<file path="src/rtl/id_ex_stage_pkg.sv">
// Shared widths, ALU configuration codes and the EX pipeline register layout
// for the decode-to-execute boundary.
package id_ex_stage_pkg;

    localparam int ALU_CONF_W = 5;
    localparam int DATA_W     = 32;
    localparam int REG_ADDR_W = 5;
    localparam int SHAMT_W    = 5;

    typedef enum logic [ALU_CONF_W-1:0] {
        ALU_ADD  = 5'b00000,
        ALU_OR   = 5'b00001,
        ALU_AND  = 5'b00010,
        ALU_ANDN = 5'b00011,
        ALU_SUB  = 5'b00110,
        ALU_SLT  = 5'b00111,
        ALU_NOR  = 5'b01100,
        ALU_XOR  = 5'b01101,
        ALU_SRL  = 5'b10000,
        ALU_SRA  = 5'b11000,
        ALU_SLL  = 5'b11001
    } alu_conf_e;

    typedef struct packed {
        logic                  valid;
        logic [ALU_CONF_W-1:0] alu_conf;
        logic                  sign;
        logic [DATA_W-1:0]     rs_data;
        logic [DATA_W-1:0]     rt_data;
        logic [DATA_W-1:0]     imm;
        logic [SHAMT_W-1:0]    shamt;
        logic [REG_ADDR_W-1:0] rs_addr;
        logic [REG_ADDR_W-1:0] rt_addr;
        logic [REG_ADDR_W-1:0] rd_addr;
        logic                  src_imm;
        logic                  src_shamt;
        logic                  reg_write;
        logic                  mem_read;
        logic                  mem_write;
    } ex_reg_t;

    // A bubble is simply the all-zero register image.
    localparam ex_reg_t EX_BUBBLE = '0;

endpackage

</file>
<file path="src/rtl/id_ex_stage_fwd_mux.sv">
// Operand forwarding for one source register: EX/MEM beats MEM/WB, and
// register 0 always passes its registered value.
module fwd_mux
    import id_ex_stage_pkg::*;
(
    input  logic [REG_ADDR_W-1:0] src_addr,
    input  logic [DATA_W-1:0]     reg_data,
    input  logic                  exmem_reg_write,
    input  logic [REG_ADDR_W-1:0] exmem_rd,
    input  logic [DATA_W-1:0]     exmem_result,
    input  logic                  memwb_reg_write,
    input  logic [REG_ADDR_W-1:0] memwb_rd,
    input  logic [DATA_W-1:0]     memwb_result,
    output logic [DATA_W-1:0]     fwd_data
);

    always_comb begin
        fwd_data = reg_data;
        if (src_addr != '0) begin
            if (exmem_reg_write && (exmem_rd == src_addr)) begin
                fwd_data = exmem_result;
            end else if (memwb_reg_write && (memwb_rd == src_addr)) begin
                fwd_data = memwb_result;
            end
        end
    end

endmodule

</file>
<file path="src/rtl/id_ex_stage.sv">
// ID/EX pipeline register with bubble insertion, load-use detection and
// combinational operand forwarding into the ALU inputs.
module id_ex_stage
    import id_ex_stage_pkg::*;
(
    input  logic                  clk,
    input  logic                  rst_n,
    input  logic                  id_valid,
    input  logic [ALU_CONF_W-1:0] id_alu_conf,
    input  logic                  id_sign,
    input  logic [DATA_W-1:0]     id_rs_data,
    input  logic [DATA_W-1:0]     id_rt_data,
    input  logic [DATA_W-1:0]     id_imm,
    input  logic [SHAMT_W-1:0]    id_shamt,
    input  logic [REG_ADDR_W-1:0] id_rs_addr,
    input  logic [REG_ADDR_W-1:0] id_rt_addr,
    input  logic [REG_ADDR_W-1:0] id_rd_addr,
    input  logic                  id_src_imm,
    input  logic                  id_src_shamt,
    input  logic                  id_reg_write,
    input  logic                  id_mem_read,
    input  logic                  id_mem_write,
    input  logic                  stall,
    input  logic                  flush,
    input  logic                  exmem_reg_write,
    input  logic [REG_ADDR_W-1:0] exmem_rd,
    input  logic [DATA_W-1:0]     exmem_result,
    input  logic                  memwb_reg_write,
    input  logic [REG_ADDR_W-1:0] memwb_rd,
    input  logic [DATA_W-1:0]     memwb_result,
    output logic [ALU_CONF_W-1:0] ex_alu_conf,
    output logic                  ex_sign,
    output logic [DATA_W-1:0]     ex_in1,
    output logic [DATA_W-1:0]     ex_in2,
    output logic                  ex_valid,
    output logic [DATA_W-1:0]     ex_store_data,
    output logic [REG_ADDR_W-1:0] ex_rd_addr,
    output logic                  ex_reg_write,
    output logic                  ex_mem_read,
    output logic                  ex_mem_write,
    output logic                  load_use_hazard
);

    ex_reg_t ex_reg;
    ex_reg_t ex_next;
    ex_reg_t id_fields;

    logic [REG_ADDR_W-1:0] src_addr [2];
    logic [DATA_W-1:0]     src_data [2];
    logic [DATA_W-1:0]     fwd_data [2];

    always_comb begin
        id_fields = '{
            valid:     1'b1,
            alu_conf:  id_alu_conf,
            sign:      id_sign,
            rs_data:   id_rs_data,
            rt_data:   id_rt_data,
            imm:       id_imm,
            shamt:     id_shamt,
            rs_addr:   id_rs_addr,
            rt_addr:   id_rt_addr,
            rd_addr:   id_rd_addr,
            src_imm:   id_src_imm,
            src_shamt: id_src_shamt,
            reg_write: id_reg_write,
            mem_read:  id_mem_read,
            mem_write: id_mem_write
        };
    end

    assign load_use_hazard = id_valid && ex_reg.valid && ex_reg.mem_read &&
                             (ex_reg.rd_addr != '0) &&
                             ((ex_reg.rd_addr == id_rs_addr) || (ex_reg.rd_addr == id_rt_addr));

    // Flush outranks stall; a hazard or an invalid decode slot both become a bubble.
    always_comb begin
        ex_next = ex_reg;
        if (flush) begin
            ex_next = EX_BUBBLE;
        end else if (stall) begin
            ex_next = ex_reg;
        end else if (load_use_hazard || !id_valid) begin
            ex_next = EX_BUBBLE;
        end else begin
            ex_next = id_fields;
        end
    end

    always_ff @(posedge clk or negedge rst_n) begin
        if (!rst_n) begin
            ex_reg <= EX_BUBBLE;
        end else begin
            ex_reg <= ex_next;
        end
    end

    assign src_addr[0] = ex_reg.rs_addr;
    assign src_addr[1] = ex_reg.rt_addr;
    assign src_data[0] = ex_reg.rs_data;
    assign src_data[1] = ex_reg.rt_data;

    generate
        for (genvar gi = 0; gi < 2; gi++) begin : g_fwd
            fwd_mux u_fwd_mux (
                .src_addr        (src_addr[gi]),
                .reg_data        (src_data[gi]),
                .exmem_reg_write (exmem_reg_write),
                .exmem_rd        (exmem_rd),
                .exmem_result    (exmem_result),
                .memwb_reg_write (memwb_reg_write),
                .memwb_rd        (memwb_rd),
                .memwb_result    (memwb_result),
                .fwd_data        (fwd_data[gi])
            );
        end
    endgenerate

    // Shift amount is presented in bits 10:6 of the first ALU operand.
    assign ex_in1 = ex_reg.src_shamt
                  ? {{(DATA_W-SHAMT_W-6){1'b0}}, ex_reg.shamt, 6'b0}
                  : fwd_data[0];
    assign ex_in2        = ex_reg.src_imm ? ex_reg.imm : fwd_data[1];
    assign ex_store_data = fwd_data[1];

    assign ex_alu_conf  = ex_reg.alu_conf;
    assign ex_sign      = ex_reg.sign;
    assign ex_valid     = ex_reg.valid;
    assign ex_rd_addr   = ex_reg.rd_addr;
    assign ex_reg_write = ex_reg.reg_write;
    assign ex_mem_read  = ex_reg.mem_read;
    assign ex_mem_write = ex_reg.mem_write;

endmodule
</file>
<file path="config.mk">
export PLATFORM = sky130hd
export DESIGN_NAME = id_ex_stage
export DESIGN_NICKNAME = d
export VERILOG_FILES = /design/src/rtl/id_ex_stage_pkg.sv /design/src/rtl/id_ex_stage_fwd_mux.sv /design/src/rtl/id_ex_stage.sv
export SDC_FILE = /design/constraint.sdc
export NUM_CORES = 1
export LEC_CHECK = 0
export ABC_CLOCK_PERIOD_IN_PS = 7800
export CORE_MARGIN = 4
export CORE_UTILIZATION = 45
export CTS_CLUSTER_DIAMETER = 100
export DETAILED_ROUTE_END_ITERATION = 8
export GPL_TIMING_DRIVEN = 0
export PLACE_DENSITY = 0.95
export SETUP_SLACK_MARGIN = 0.2
export SYNTH_ARGS = -nofsm -noshare
export SYNTH_HDL_FRONTEND = slang
export SYNTH_SLANG_ARGS = --single-unit
</file>
<file path="constraint.sdc">
create_clock -name clk -period 7.8 [get_ports clk]
set_clock_uncertainty 0.2 [all_clocks]
set_input_delay 1.56 -clock clk [delete_from_list [all_inputs] [get_ports clk]]
set_output_delay 1.56 -clock clk [all_outputs]
set_load 0.005 [all_outputs]
</file>
==> run summary, run 1 <==
Kind of critical path - primary input to output port
Slew @ Worst Pin - 762 ps
Setup repair bufs after CTS - 0
Area leader, netlist - dfrtp_1
IO Port Bufs - 319
Residual DRC - 0
Post-cts hold buffer count - 0
Leak Pwr - 4.67 nW
Total gr overflow - 0
CTS tree - built
Clock Tree Root - clkbuf_16
Vias after detailed routing - 8,267
Final nets - 1,273
Hold Path Stages - 1
R2R Setup Slk - 5300 ps
Tot Pwr - 1.88 mW
Number of instances in the placed design - 1,262
Die width - 135 um
Clk Latency, worst-skew pair - 430 ps
Setup TNS - 0 ps
CP required - 6040 ps
CP Capture Type - output port
Top-Level Pins - 320
Post-layout min period - 6530 ps
# setup viols final - 0
Rows - 46
Multi-input logic area - 3510 um^2
Placed cell areas - 10,800 um^2
Status - finished clean
Clk sinks - 128
Worst EP arrival - 4770 ps
Die ar. - 18,300 um^2
Via density - 6.39
Worst min path class - register to register
EDFF count, synth - 0
Syn Area/Cell - 10.0 um^2
Share of cells above drive strength 1 - 8.35%
Inserted Diodes - 0
Mapped Nets - 934
R2R depth - 6
Slew Viols, Final - 0
YS warnings - 0
Final period util - 83.7%
Worst setup SP type - primary input
Post-Syn Instances - 726
Hpwl dp - 24,600 um
CTS max path bufs - 2
Largest net degree at the start of global routing - 95
Hold Path Origin - ex_alu_conf[2]
Post_cts resized - 0
Post-synth top area share - 43.9%
Final worst slack - 1270 ps
VDD IR-drop max - 0.000145 V
Worst-path clk slew - 70 ps
DR iter-0 viols - 945
Fin. Hold Viols - 0
Initial core utilization - 45.9%
Register area share after synthesis - 43.9%
R2R Path End - ex_reg[107]
Dominant synthesized flop cell - dfrtp_1
Post-DRT Antenna Nets - 0
Vias in the first global route - 8,357
Finished Core Util - 71.6%
Cell Area, Synth - 7290 um^2
Critical path peak fanout - 10
Max-cap violations - 0
First-pass GRT wire length - 49,100 um
Place WS - 1330 ps
Synth-to-Final Area Change - 55.9%
Initial antenna violation count - 1
Register area - 3200 um^2
Max_slew headroom - 49.2%
Seq cells post-synth - 128
Yosys cell types - 38
Most frequent cell after synthesis - dfrtp_1
Worst hold slack - 307 ps
F_max - 153 MHz
# H-tree levels - 4
DIE HEIGHT - 135 um
Synth top cells by count - dfrtp_1, a22o_1, clkbuf_1
Final cell count without fillers - 1,294
Worst r2r src - ex_rd_addr[0]
Initial DRT Pass Iterations - 6
Hold EP - ex_alu_conf[2]
Area of the core - 15,900 um^2
Final instance area - 11,400 um^2
Drt wl/cell - 25.5 um
Ys async rst share - 100%
RSZ-0062 raised after global routing - false
CTS buffer count - 17
Fillers - 1,173
GP Congestion - 0.954
GRT Total Usage - 35.3%
Final WL - 33,000 um
Pwr Density - 166 nW/um^2
Top cells by area, synth - dfrtp_1, a22o_1, a32oi_1, o2bb2ai_1, o221a_1
Max FFs per register - 113
## layout by cell type, fill, tap and decap left out, types with 20 or more instances in the layout
cell             instances
dfrtp_1                128
buf_2                   27
clkdlybuf4s50_1        318
xnor2_1                 24
o221a_1                 20
clkbuf_1                45
inv_1                   37
o21ai_0                 32
a21oi_1                 32
a31oi_1                 28
o2bb2ai_1               32
nor2b_1                 33
a32oi_1                 32
nor3_1                  37
a22o_1                 127
## cell type report
type,instances,share of cell area [%]
Sequential cell,128,28.2
Inverter,37,1.22
Buffer,90,3.89
Multi-Input combinational cell,471,30.9
Tap cell,216,2.38
Timing Repair Buffer,320,28.3
Clock buffer,18,3.86
Clock inverter,14,1.29
## cell families (layout without fill, tap and decap cells)
kind of cell,Yosys count,after routing,share of synthesized area [%]
AO/OA/AOI/OAI,318,318,34.9
XOR/XNOR,30,30,3.60
buffers and inverters,127,479,7.98
flip-flops,128,128,43.9
AND/OR/NAND/NOR,123,123,9.61
## layer usage
metal,vias to the layer above,wire length (um),global-route usage [%]
met4,2,1680,16.8
li1,3497,-,-
met2,676,15300,56.5
met5,-,13,0
met3,113,3960,10.4
met1,3979,12100,43.9
## how the worst max path moves through the flow
stage	from	to	slack (ps)	depth (start not counted)
CTS	memwb_rd[0]	ex_in2[10]	1340	8
finish	memwb_rd[0]	ex_in2[10]	1270	8
detailed placement	memwb_rd[0]	ex_in2[10]	1330	8
global placement	rst_n	ex_alu_conf[0]	-90	1
floorplan	exmem_rd[1]	ex_store_data[10]	3100	8
global route	memwb_rd[0]	ex_in2[28]	1150	8
## report_power, final
group	switching (mW)	internal (mW)
Sequential	0.0218	0.689
Clock	0.343	0.458
Combinational	0.167	0.206
## critical path, stage by stage
cell             delay, ps
clkdlybuf4s50_1        470
xnor2_1                560
nand2_1                130
nor2_1                 570
buf_2                  400
a31oi_1                240
o21ai_0                280
clkdlybuf4s50_1        550
(Power assumes the default switching activity.)
==> run 2, diff against run 1 <==
--- a/config.mk
+++ b/config.mk
@@ -5,13 +5,13 @@
 export SDC_FILE = /design/constraint.sdc
 export NUM_CORES = 1
 export LEC_CHECK = 0
-export ABC_CLOCK_PERIOD_IN_PS = 7800
+export ABC_CLOCK_PERIOD_IN_PS = 5400
 export CORE_MARGIN = 4
-export CORE_UTILIZATION = 45
+export CORE_UTILIZATION = 39
 export CTS_CLUSTER_DIAMETER = 100
 export DETAILED_ROUTE_END_ITERATION = 8
 export GPL_TIMING_DRIVEN = 0
-export PLACE_DENSITY = 0.95
+export PLACE_DENSITY = 0.88
 export SETUP_SLACK_MARGIN = 0.2
 export SYNTH_ARGS = -nofsm -noshare
 export SYNTH_HDL_FRONTEND = slang
==> constraint.sdc (replaced) <==
create_clock -name clk -period 5.4 [get_ports clk]
set_clock_uncertainty 0.2 [all_clocks]
set_input_delay 1.08 -clock clk [delete_from_list [all_inputs] [get_ports clk]]
set_output_delay 1.08 -clock clk [all_outputs]
set_load 0.005 [all_outputs]
==> run summary, run 2 (synthesis gave the netlist of run 1 again) <==
Worst min path class - register to register
Logic pwr share - 20.2%
RSZ-0062 raised after global routing - true
Most common cell after layout, fill and taps aside - clkdlybuf4s50_1
Area of the core - 18,200 um^2
Inserted Diodes - 0
Final period util - 95.7%
Synth-to-Final Area Change - 57.9%
CP Capture Type - output port
Share of cells above drive strength 1 - 10.6%
Reg power frac - 38.0%
DR iter-0 viols - 534
Vias after detailed routing - 8,142
Worst EP arrival - 3890 ps
Hpwl dp - 25,000 um
Slew Viols, Final - 0
CTS max path bufs - 2
Setup TNS - 0 ps
Most frequent cells in the layout - clkdlybuf4s50_1, dfrtp_1, a22o_1, clkbuf_1
Residual DRC - 0
Post-DRT Antenna Nets - 0
Die width - 145 um
Max-cap violations - 0
# setup viols final - 0
Via density - 6.21
Initial core utilization - 40.1%
Vias in the first global route - 8,196
Fin. Hold Viols - 0
CTS buffer count - 17
Status - finished clean
GRT Total Usage - 30.8%
VDD IR-drop max - 0.000221 V
Worst-path clk slew - 60 ps
CP required - 4120 ps
Max FFs per register - 113
Clock Tree Root - clkbuf_16
Total gr overflow - 0
Slew @ Worst Pin - 848 ps
GP Congestion - 0.931
Sw Pwr - 0.752 mW
# H-tree levels - 4
Critical path peak fanout - 10
Leak Pwr - 4.73 nW
Clk sinks - 128
Power Internal - 1.95 mW
Tot Pwr - 2.70 mW
DIE HEIGHT - 145 um
Final nets - 1,278
Kind of critical path - primary input to output port
Clock share of power - 41.8%
Initial DRT Pass Iterations - 5
Register area - 3200 um^2
Final WL - 33,400 um
Post-layout min period - 5170 ps
Initial antenna violation count - 0
Top-Level Pins - 320
First-pass GRT wire length - 48,400 um
F_max - 194 MHz
IO Port Bufs - 319
Worst setup SP type - primary input
Rows - 49
Pwr Density - 234 nW/um^2
Die ar. - 21,000 um^2
CTS tree - built
Clk Latency, worst-skew pair - 410 ps
Fillers - 1,516
Max_slew headroom - 43.5%
Largest net degree at the start of global routing - 92
Multi-input logic area - 3610 um^2
Switch share - 27.8%
Drt wl/cell - 25.5 um
==> run 2: changes by cell type in the layout (fill, tap and decap cells not counted), moves of 5 or more <==
cell / delta
buf_4: +5
a31oi_1: -8
clkbuf_2: +6
clkinv_4: -5
a31oi_2: +8
clkbuf_1: -6
==> run 2: stage by stage <==
step	std cells	worst slack (ps)	hold slack, ps	instance area [um^2]	utilization (%)
floorplan	726	1660	273	7290	-
global placement	1274	-2060	289	10800	59.2
detailed placement	1275	-127	293	10800	59.3
CTS	1308	143	309	11400	62.7
global route	1312	160	318	11500	63.3
finish	1312	235	309	11500	63.3
==> run 2: worst paths after layout <==
kind                               end           from  cells past startpoint  slack (ps)
min in group asynchronous   ex_reg[33]          rst_n                      1         360
max                         ex_in2[28]    exmem_rd[2]                      9         230
max in group asynchronous   ex_reg[88]          rst_n                      2        3830
min reg2reg                 ex_reg[95]     ex_reg[95]                      1         310
min                         ex_reg[95]     ex_reg[95]                      1         310
max reg2reg                ex_reg[106]  ex_rd_addr[0]                      6        2940
==> run 2: repair_timing <==
item | 4_1_cts | 5_1_grt
hold buffers | 0 | 0
gates cloned | 0 | 0
endpoints found under the setup margin | 48 | 85
hold endpoints to repair | 0 | 0
gates resized for setup | 10 | 17
buffers inserted | 1 | 4
pin swaps | 1 | 2
==> run 2: final cells by class <==
| cell class | instances | share of cell area [%] |
|---|---|---|
| flip-flops and latches | 128 | 27.8 |
| inverters | 37 | 1.21 |
| repair buffers | 325 | 28.3 |
| plain buffers | 90 | 3.93 |
| multi-input cells | 471 | 31.3 |
| clock buffers | 18 | 3.81 |
| well taps | 229 | 2.49 |
| clock inverters | 14 | 1.11 |
==> run 2: routing by layer <==
| metal | part of all wire (%) | track usage (%) |
|---|---|---|
| met1 | 38 | 39.0 |
| met2 | 47 | 50.3 |
| met3 | 10 | 7.76 |
| met4 | 4.2 | 12.5 |
| met5 | 0 | 0 |
==> run 2: critical path, cell delays in order <==
cell and delay, ps:
clkdlybuf4s50_1 540, xnor2_1 130, nand4_1 280, or2_2 390
clkbuf_1 140, clkbuf_2 250, a31oi_1 400, o21ai_0 190
clkdlybuf4s50_1 470
==> run 2: power by group through the flow <==
stage,Combinational (mW),Sequential [mW],Clock (mW)
2_1_floorplan,0.191,1.03,0
3_3_place_gp,0.521,1.04,0
3_5_place_dp,0.530,1.04,0
4_1_cts,0.536,1.03,1.14
5_1_grt,0.579,1.03,1.18
6_report,0.545,1.03,1.13
